--- src/rtl/bta_pipe_adder_if.sv ---
// ============================================================================
// Module      : bta_pipe_adder_if
// Description : Operand-in / sum-out handshake bundle for bta_pipe_adder.
// Revision    : 1.0 - initial release
// ============================================================================
`default_nettype none

interface bta_pipe_adder_if #(
    parameter int W     = 16,
    parameter int N     = 8,
    parameter int ACC_W = 24
);
    logic             in_valid;
    logic             in_ready;
    logic [N*W-1:0]   in_data;
    logic             in_acc;
    logic             in_last;
    logic             out_valid;
    logic             out_ready;
    logic [ACC_W-1:0] out_sum;
    logic             out_ovf;

    // Producer/consumer side: drives operands and downstream ready.
    modport master (
        output in_valid, in_data, in_acc, in_last, out_ready,
        input  in_ready, out_valid, out_sum, out_ovf
    );

    // Adder side.
    modport slave (
        input  in_valid, in_data, in_acc, in_last, out_ready,
        output in_ready, out_valid, out_sum, out_ovf
    );
endinterface

`default_nettype wire

--- src/rtl/bta_pipe_adder.sv ---
// ============================================================================
// Module      : bta_pipe_adder
// Description : Pipelined N-operand binary tree adder with valid/ready
//               stall propagation and multi-beat accumulate mode.
// Revision    : 1.0 - initial release
// ============================================================================
`default_nettype none

module bta_pipe_adder #(
    parameter int W     = 16,
    parameter int N     = 8,
    parameter int ACC_W = 24
) (
    input  logic            clk,
    input  logic            rst,
    bta_pipe_adder_if.slave bus
);

    localparam int L = $clog2(N);

    // Bit offset of tree level lvl inside the packed w_tree bus.
    function automatic int f_off(input int lvl);
        int s;
        s = 0;
        for (int i = 1; i < lvl; i++) begin
            s += (N >> i) * (W + i);
        end
        return s;
    endfunction

    localparam int c_tot = f_off(L + 1);

    logic [c_tot-1:0]  w_tree;
    logic              w_advance;
    logic [L-1:0]      r_vld;
    logic [L-1:0]      r_tacc;
    logic [L-1:0]      r_tlast;

    logic [W+L-1:0]    w_top;
    logic [ACC_W-1:0]  w_top_ext;
    logic [ACC_W-1:0]  w_base;
    logic [ACC_W:0]    w_grp;
    logic              w_grp_ovf;

    logic              r_out_valid;
    logic [ACC_W-1:0]  r_out_sum;
    logic              r_out_ovf;
    logic [ACC_W-1:0]  r_acc;
    logic              r_ovf;
    logic              r_acc_open;

    // Whole pipe moves in lockstep; depends only on output-side state.
    assign w_advance = !r_out_valid || bus.out_ready;

    generate
        for (genvar gi = 1; gi <= L; gi++) begin : g_lvl
            localparam int c_cnt   = N >> gi;
            localparam int c_w     = W + gi;
            localparam bit c_first = (gi == 1);

            logic [2*c_cnt*(c_w-1)-1:0] w_src;
            logic [c_cnt*c_w-1:0]       r_lvl;

            if (gi == 1) begin : g_from_in
                assign w_src = bus.in_data;
            end else begin : g_from_lvl
                assign w_src = w_tree[f_off(gi-1) +: 2*c_cnt*(c_w-1)];
            end

            // Each node grows by one bit so the sum never truncates.
            always_ff @(posedge clk or posedge rst) begin
                if (rst) begin
                    r_lvl <= '0;
                end else if (w_advance && (!c_first || bus.in_valid)) begin
                    for (int j = 0; j < c_cnt; j++) begin
                        r_lvl[j*c_w +: c_w] <= {1'b0, w_src[2*j*(c_w-1) +: c_w-1]}
                                             + {1'b0, w_src[(2*j+1)*(c_w-1) +: c_w-1]};
                    end
                end
            end

            assign w_tree[f_off(gi) +: c_cnt*c_w] = r_lvl;
        end
    endgenerate

    always_ff @(posedge clk or posedge rst) begin
        if (rst) begin
            r_vld   <= '0;
            r_tacc  <= '0;
            r_tlast <= '0;
        end else if (w_advance) begin
            r_vld[0]   <= bus.in_valid;
            r_tacc[0]  <= bus.in_acc;
            r_tlast[0] <= bus.in_last;
            for (int i = 1; i < L; i++) begin
                r_vld[i]   <= r_vld[i-1];
                r_tacc[i]  <= r_tacc[i-1];
                r_tlast[i] <= r_tlast[i-1];
            end
        end
    end

    assign w_top     = w_tree[f_off(L) +: W+L];
    assign w_top_ext = ACC_W'(w_top);
    assign w_base    = r_acc_open ? r_acc : '0;
    assign w_grp     = {1'b0, w_base} + {1'b0, w_top_ext};
    assign w_grp_ovf = (r_acc_open & r_ovf) | w_grp[ACC_W];

    // Plain beats bypass the accumulator so an open group survives them.
    always_ff @(posedge clk or posedge rst) begin
        if (rst) begin
            r_out_valid <= 1'b0;
            r_out_sum   <= '0;
            r_out_ovf   <= 1'b0;
            r_acc       <= '0;
            r_ovf       <= 1'b0;
            r_acc_open  <= 1'b0;
        end else if (w_advance) begin
            if (!r_vld[L-1]) begin
                r_out_valid <= 1'b0;
            end else if (!r_tacc[L-1]) begin
                r_out_sum   <= w_top_ext;
                r_out_ovf   <= 1'b0;
                r_out_valid <= 1'b1;
            end else if (!r_tlast[L-1]) begin
                r_acc       <= w_grp[ACC_W-1:0];
                r_ovf       <= w_grp_ovf;
                r_acc_open  <= 1'b1;
                r_out_valid <= 1'b0;
            end else begin
                r_out_sum   <= w_grp[ACC_W-1:0];
                r_out_ovf   <= w_grp_ovf;
                r_out_valid <= 1'b1;
                r_acc       <= '0;
                r_ovf       <= 1'b0;
                r_acc_open  <= 1'b0;
            end
        end
    end

    assign bus.in_ready  = w_advance;
    assign bus.out_valid = r_out_valid;
    assign bus.out_sum   = r_out_sum;
    assign bus.out_ovf   = r_out_ovf;

endmodule

`default_nettype wire

--- src/flat_wrapper.sv ---
// flat-port wrapper written by rule: the top's interface ports become plain ports
module bta_pipe_adder_flat 
#(
    parameter int W     = 16,
    parameter int N     = 8,
    parameter int ACC_W = 24
)
  (clk, rst, bus_in_valid, bus_in_data, bus_in_acc, bus_in_last, bus_out_ready, bus_in_ready, bus_out_valid, bus_out_sum, bus_out_ovf);
  bta_pipe_adder_if #(.W(W), .N(N), .ACC_W(ACC_W)) bus_i ();
  input  logic clk;
  input  logic rst;
  input wire logic [$bits(bus_i.in_valid)-1:0] bus_in_valid;
  input wire logic [$bits(bus_i.in_data)-1:0] bus_in_data;
  input wire logic [$bits(bus_i.in_acc)-1:0] bus_in_acc;
  input wire logic [$bits(bus_i.in_last)-1:0] bus_in_last;
  input wire logic [$bits(bus_i.out_ready)-1:0] bus_out_ready;
  output wire logic [$bits(bus_i.in_ready)-1:0] bus_in_ready;
  output wire logic [$bits(bus_i.out_valid)-1:0] bus_out_valid;
  output wire logic [$bits(bus_i.out_sum)-1:0] bus_out_sum;
  output wire logic [$bits(bus_i.out_ovf)-1:0] bus_out_ovf;
  assign bus_i.in_valid = bus_in_valid;
  assign bus_i.in_data = bus_in_data;
  assign bus_i.in_acc = bus_in_acc;
  assign bus_i.in_last = bus_in_last;
  assign bus_i.out_ready = bus_out_ready;
  assign bus_in_ready = bus_i.in_ready;
  assign bus_out_valid = bus_i.out_valid;
  assign bus_out_sum = bus_i.out_sum;
  assign bus_out_ovf = bus_i.out_ovf;
  bta_pipe_adder #(.W(W), .N(N), .ACC_W(ACC_W)) u_core (.clk(clk), .rst(rst), .bus(bus_i));
endmodule
--- config.mk ---
export PLATFORM = sky130hd
export DESIGN_NAME = bta_pipe_adder_flat
export DESIGN_NICKNAME = d
export VERILOG_FILES = /design/src/rtl/bta_pipe_adder_if.sv /design/src/rtl/bta_pipe_adder.sv /design/src/flat_wrapper.sv
export SDC_FILE = /design/constraint.sdc
export NUM_CORES = 1
export LEC_CHECK = 0
export BUFFER_PORTS_ARGS = -buffer_cell sky130_fd_sc_hd__buf_4
export CAP_MARGIN = 0
export CORE_UTILIZATION = 35
export DETAILED_ROUTE_END_ITERATION = 10
export PLACE_DENSITY = 0.55
export SLEW_MARGIN = 20
export SYNTH_ARGS = -nofsm -noshare
export SYNTH_HDL_FRONTEND = slang
export SYNTH_SLANG_ARGS = --single-unit
--- constraint.sdc ---
create_clock -name clk -period 18 [get_ports clk]
set_clock_uncertainty 0.2 [all_clocks]
set_input_delay 4.5 -clock clk [delete_from_list [all_inputs] [get_ports clk]]
set_output_delay 4.5 -clock clk [all_outputs]
set_load 0.03 [all_outputs]
Yosys cells after proc, flatten, opt, wreduce, memory -nomap -nowiden. Index checks and enable logic that the tools add are counted.

Bits in registers: 184. Input port bits: 134. Output and inout port bits: 27. Logic and storage cells: 39.

Add/subtract/negate cells: 8. Eq/ne operators: 1. Muxes and demuxes: 11. Bitwise operators: 2. Reductions and logical operators: 5.

Operators by type and width (number): 2-to-1 mux 24 bit (4); adder 16 x 16 -> 17 bit (4); adder 17 x 17 -> 18 bit (2); adder 24 x 19 -> 25 bit (1); adder 18 x 18 -> 19 bit (1); 2-to-1 mux 1 bit (7); AND reduction 3 bit (2); inequality test 2 bit (second input constant) (1); bitwise AND 1 bit (1); logical AND 1 bit (1); logical NOT 1 bit (1); logical OR 1 bit (1); bitwise OR 1 bit (1).

Logic depth before layout (Yosys ltp).
Depth after elaboration: 5. Depth in mapped cells: 13. Depth with buffers taken out: 11.

Worst setup path before layout. No wires, ideal clock.

Path type: in2out. From: input port bus_out_ready. To: output port bus_in_ready. Arrival time: 5.502 ns. Data required time: 13.300 ns. Path slack: 7.798 ns. Stages: 4. Path buffers: 2. Path through: nor2b_1 clkinv_1 clkbuf_1 buf_1.

Cells in the longest elaborated chain, start to end: 1.

Ends and longest elaborated chain: start, declared (RTL line flat_wrapper.sv:16) `input wire logic [$bits(bus_i.out_ready)-1:0] bus_out_ready;`; logical OR 1 bit (RTL line bta_pipe_adder.sv:53) `assign w_advance = !r_out_valid || bus.out_ready;`; end, declared (RTL line flat_wrapper.sv:17) `output wire logic [$bits(bus_i.in_ready)-1:0] bus_in_ready;`.

Every way passes these cells.

Final worst setup path. Same ends and word-level chain as after synthesis.

==> reports/results.ini <==
[floorplan]
die_area_um2=37100
start_util=0.357
core_um2=35700
die_x_um=193
io_pins=161
rows=69
fp.dieH_um=193

[run_status]
violations=DRC
status=complete, but fails checks

[clock_tree]
cts.sinks=184
cts_resized=0
cts_tree=yes
htree_levels=4
clkTransAtPathRegs_ps=60
cts_made_buffers=17
cts-root-buf=clkbuf_16
insertion_delay_ps=440
post_cts_buffers=0
ctsHoldBuffers=0
cts_buffer_depth=2

[routing]
via_per_inst=5.10
first_pass_iters=8
route.detailed.drc=24
wire_per_inst_um=14.8
drt_iter0_drc=511
vias=10400
drt_wl_total_um=30100
ant_nets=0

[global_routing]
grt_pass1_vias=10100
grt_first_pass_wirelength_um=50200
use_met2=0.274
antenna_found_initial=1
use_met3=0.0209
grt_use_total=0.169
grt.overflow.total=0
grt_max_degree=80
top_usage_layer=met2
grt_use_met1=0.239

[worst_setup_path]
crit_family=buffers and inverters
critical-path-slowest-cell=buf_4
timing.critical_path.to_type=primary output
r2r-end=u_core.bus.out_ovf$_DFFE_PP0P_
worst_ep_arrival_time_ps=5030
r2r_cells=11
max_stage_delay_ps=180
start_kind=input port
r2r-start=u_core.r_acc_open$_DFFE_PP0P_
cpMostUsedCell=buf_4
crit_path_end=bus_in_ready
cp_num_buf_inv=3
worstSetupStartpoint=bus_out_ready
rrSetupSlack_ps=14230
worstPathRequired_ps=13300
worstSetupPathType=in2out
crit_chain=buf_4 > nor2b_4 > inv_2 > buf_4
critical_path.max_fanout=3
path_depth=4

[placement]
io_buffers=160
dp_hpwl_um=22900
dp_cells=2000
place.gp.congestion=0.889

[synth]
synth-compound-area-share=0.231
syn_area_um2=12700
yosysSeqAreaShare=0.362
yosys_warnings=0
synthArstFlopShare=1.00
synthAdderAreaFrac=0.145
synth-seq-cells=184
synthCells=1416
avgSynthCellArea_um2=8.98
syn-num-nets=1693
ys.flop_type=dfrtp_1
synth_edf_count=0
synth-simple-area-share=0.152
synthMuxAreaShare=0.00954
synth-xor-area-share=0.0778
synth_top_family_by_area=compound AO/OA/AOI/OAI gates
yosysUniqueCellTypes=74

[sta]
finalSetupViolations=0
fin_crit_sh=0.541
tightest_slew_ps=1060
fin_crit_ps=9730
rsz0062_at_grt=false
finalMaxSlewViolations=0
slew_headroom=0.295
fmax_ghz=0.103
hold_violations=0
final.setup.tns_ps=0

[pwr]
p_per_area_nw_per_um2=165
ir_worst_vdd_v=0.0000647
p_leak_nw=7.14

[finish]
fin_cells=2032
syn_to_final_growth_pct=18.0
final_cell_mix=nand2_1 (228), dfrtp_1 (184), buf_4 (168)
fill_cells=3561
final_common_cell=nand2_1
drive_gt1_frac=0.141
nets=1835

[hold_path]
hold_class=reg2reg

[job]
cap_violations=0

[layer usage]
metal / vias up / share of wire
li1: 5379 / -
met4: 0 / 0.0081
met2: 165 / 0.45
met1: 4798 / 0.52
met5: - / 0
met3: 23 / 0.027
[cells by family (layout without fill, tap and decap cells)]
family                   after synthesis  in the layout
flip-flops                           184            184
other                                  0              1
AND/OR/NAND/NOR                      431            431
multiplexers                          12             12
adder cells (fa/ha/maj)              143            143
buffers and inverters                 74            228
AO/OA/AOI/OAI                        459            459
XOR/XNOR                             113            113
[worst min path at each step]
stage                                   from                       endpoint  slack (ps)  depth (start not counted)
2_1_floorplan   u_core.r_tacc[0]$_DFFE_PP0N_   u_core.r_tacc[0]$_DFFE_PP0N_         240                          2
3_3_place_gp    u_core.r_tacc[0]$_DFFE_PP0N_   u_core.r_tacc[0]$_DFFE_PP0N_         250                          2
3_5_place_dp   u_core.r_tlast[1]$_DFFE_PP0N_  u_core.r_tlast[1]$_DFFE_PP0N_         260                          2
4_1_cts        u_core.r_tlast[1]$_DFFE_PP0N_  u_core.r_tlast[1]$_DFFE_PP0N_         270                          2
5_1_grt        u_core.r_tlast[0]$_DFFE_PP0N_  u_core.r_tlast[1]$_DFFE_PP0N_         300                          2
6_report         u_core.r_vld[1]$_DFFE_PP0N_    u_core.r_vld[1]$_DFFE_PP0N_         270                          2
[flip-flops by register name (all words and copies together) (netlist names)]
signal / count
u_core.bus.out_valid: 1
u_core.r_acc_open: 1
u_core.r_tlast: 3
u_core.bus.out_ovf: 1
u_core.r_ovf: 1
u_core.g_lvl.r_lvl: 123
u_core.r_tacc: 3
u_core.r_acc: 24
u_core.r_vld: 3
u_core.bus.out_sum: 24
[area by class of cell]
cell class / count / area, um2 / area share
diodes: 1 / 2.50 / 0.000167
inverters: 28 / 110 / 0.00733
repair buffers: 169 / 1270 / 0.0848
well taps: 461 / 577 / 0.0384
clock inverters: 13 / 171 / 0.0114
multi-input cells: 1158 / 7850 / 0.523
clock buffers: 18 / 429 / 0.0286
flip-flops and latches: 184 / 4600 / 0.307
[where the power goes]
group          internal, mW  switching [mW]
sequential            0.598           0.145
combinational         0.580           0.768
clock                 0.220           0.169
total                  1.40            1.08
[worst register-to-register path: cells and delay by family, from the launching register on]
kind / cells / cell delay [ps]
compound gates: 6 / 1120
flops: 1 / 1040
simple gates: 3 / 940
fa+ha+maj: 2 / 410
[cell usage after synthesis (3+ instances only)]
master | n | area [um2]
and4_1 | 4 | 35.0
a21boi_0 | 3 | 22.5
or3_1 | 8 | 50.1
nand3_1 | 13 | 65.1
nand2b_1 | 9 | 56.3
ha_1 | 135 | 1690
a2111oi_0 | 4 | 35.0
a211oi_1 | 7 | 52.6
nor3b_1 | 3 | 22.5
nor2b_1 | 6 | 37.5
and2_1 | 27 | 169
o21bai_1 | 21 | 158
nand3b_1 | 3 | 22.5
clkbuf_1 | 34 | 128
nor3_1 | 20 | 100
buf_1 | 9 | 33.8
nor2_1 | 72 | 270
nand4_1 | 12 | 75.1
mux2i_1 | 11 | 110
o21ai_1 | 7 | 35.0
inv_1 | 27 | 101
a221oi_1 | 5 | 43.8
o21ai_0 | 137 | 686
a31o_2 | 3 | 26.3
xor2_1 | 58 | 508
xnor2_1 | 55 | 482
o21a_1 | 21 | 158
o211ai_1 | 4 | 30.0
a22o_1 | 12 | 105
a31oi_1 | 12 | 75.1
a21oi_1 | 118 | 591
o31ai_1 | 21 | 158
fa_1 | 8 | 160
o221ai_1 | 3 | 26.3
dfrtp_1 | 184 | 4600
a21o_1 | 49 | 368
nand2_1 | 229 | 860
and3_1 | 13 | 81.3
[per-stage QoR]
step                      power [mW]   util  hold WS (ps)  area (um2)  worst slack, ps
final                           2.48  0.421           267       15000             8270
after detailed placement        2.10  0.404           256       14400             8260
after global placement          2.08  0.404           250       14400             8250
after floorplan                 1.74      -           239       12700             7800
after global routing            2.71  0.421           296       15000             8240
after CTS                       2.50  0.421           271       15000             8250
Note: power is estimated with default switching activity, not from simulation.
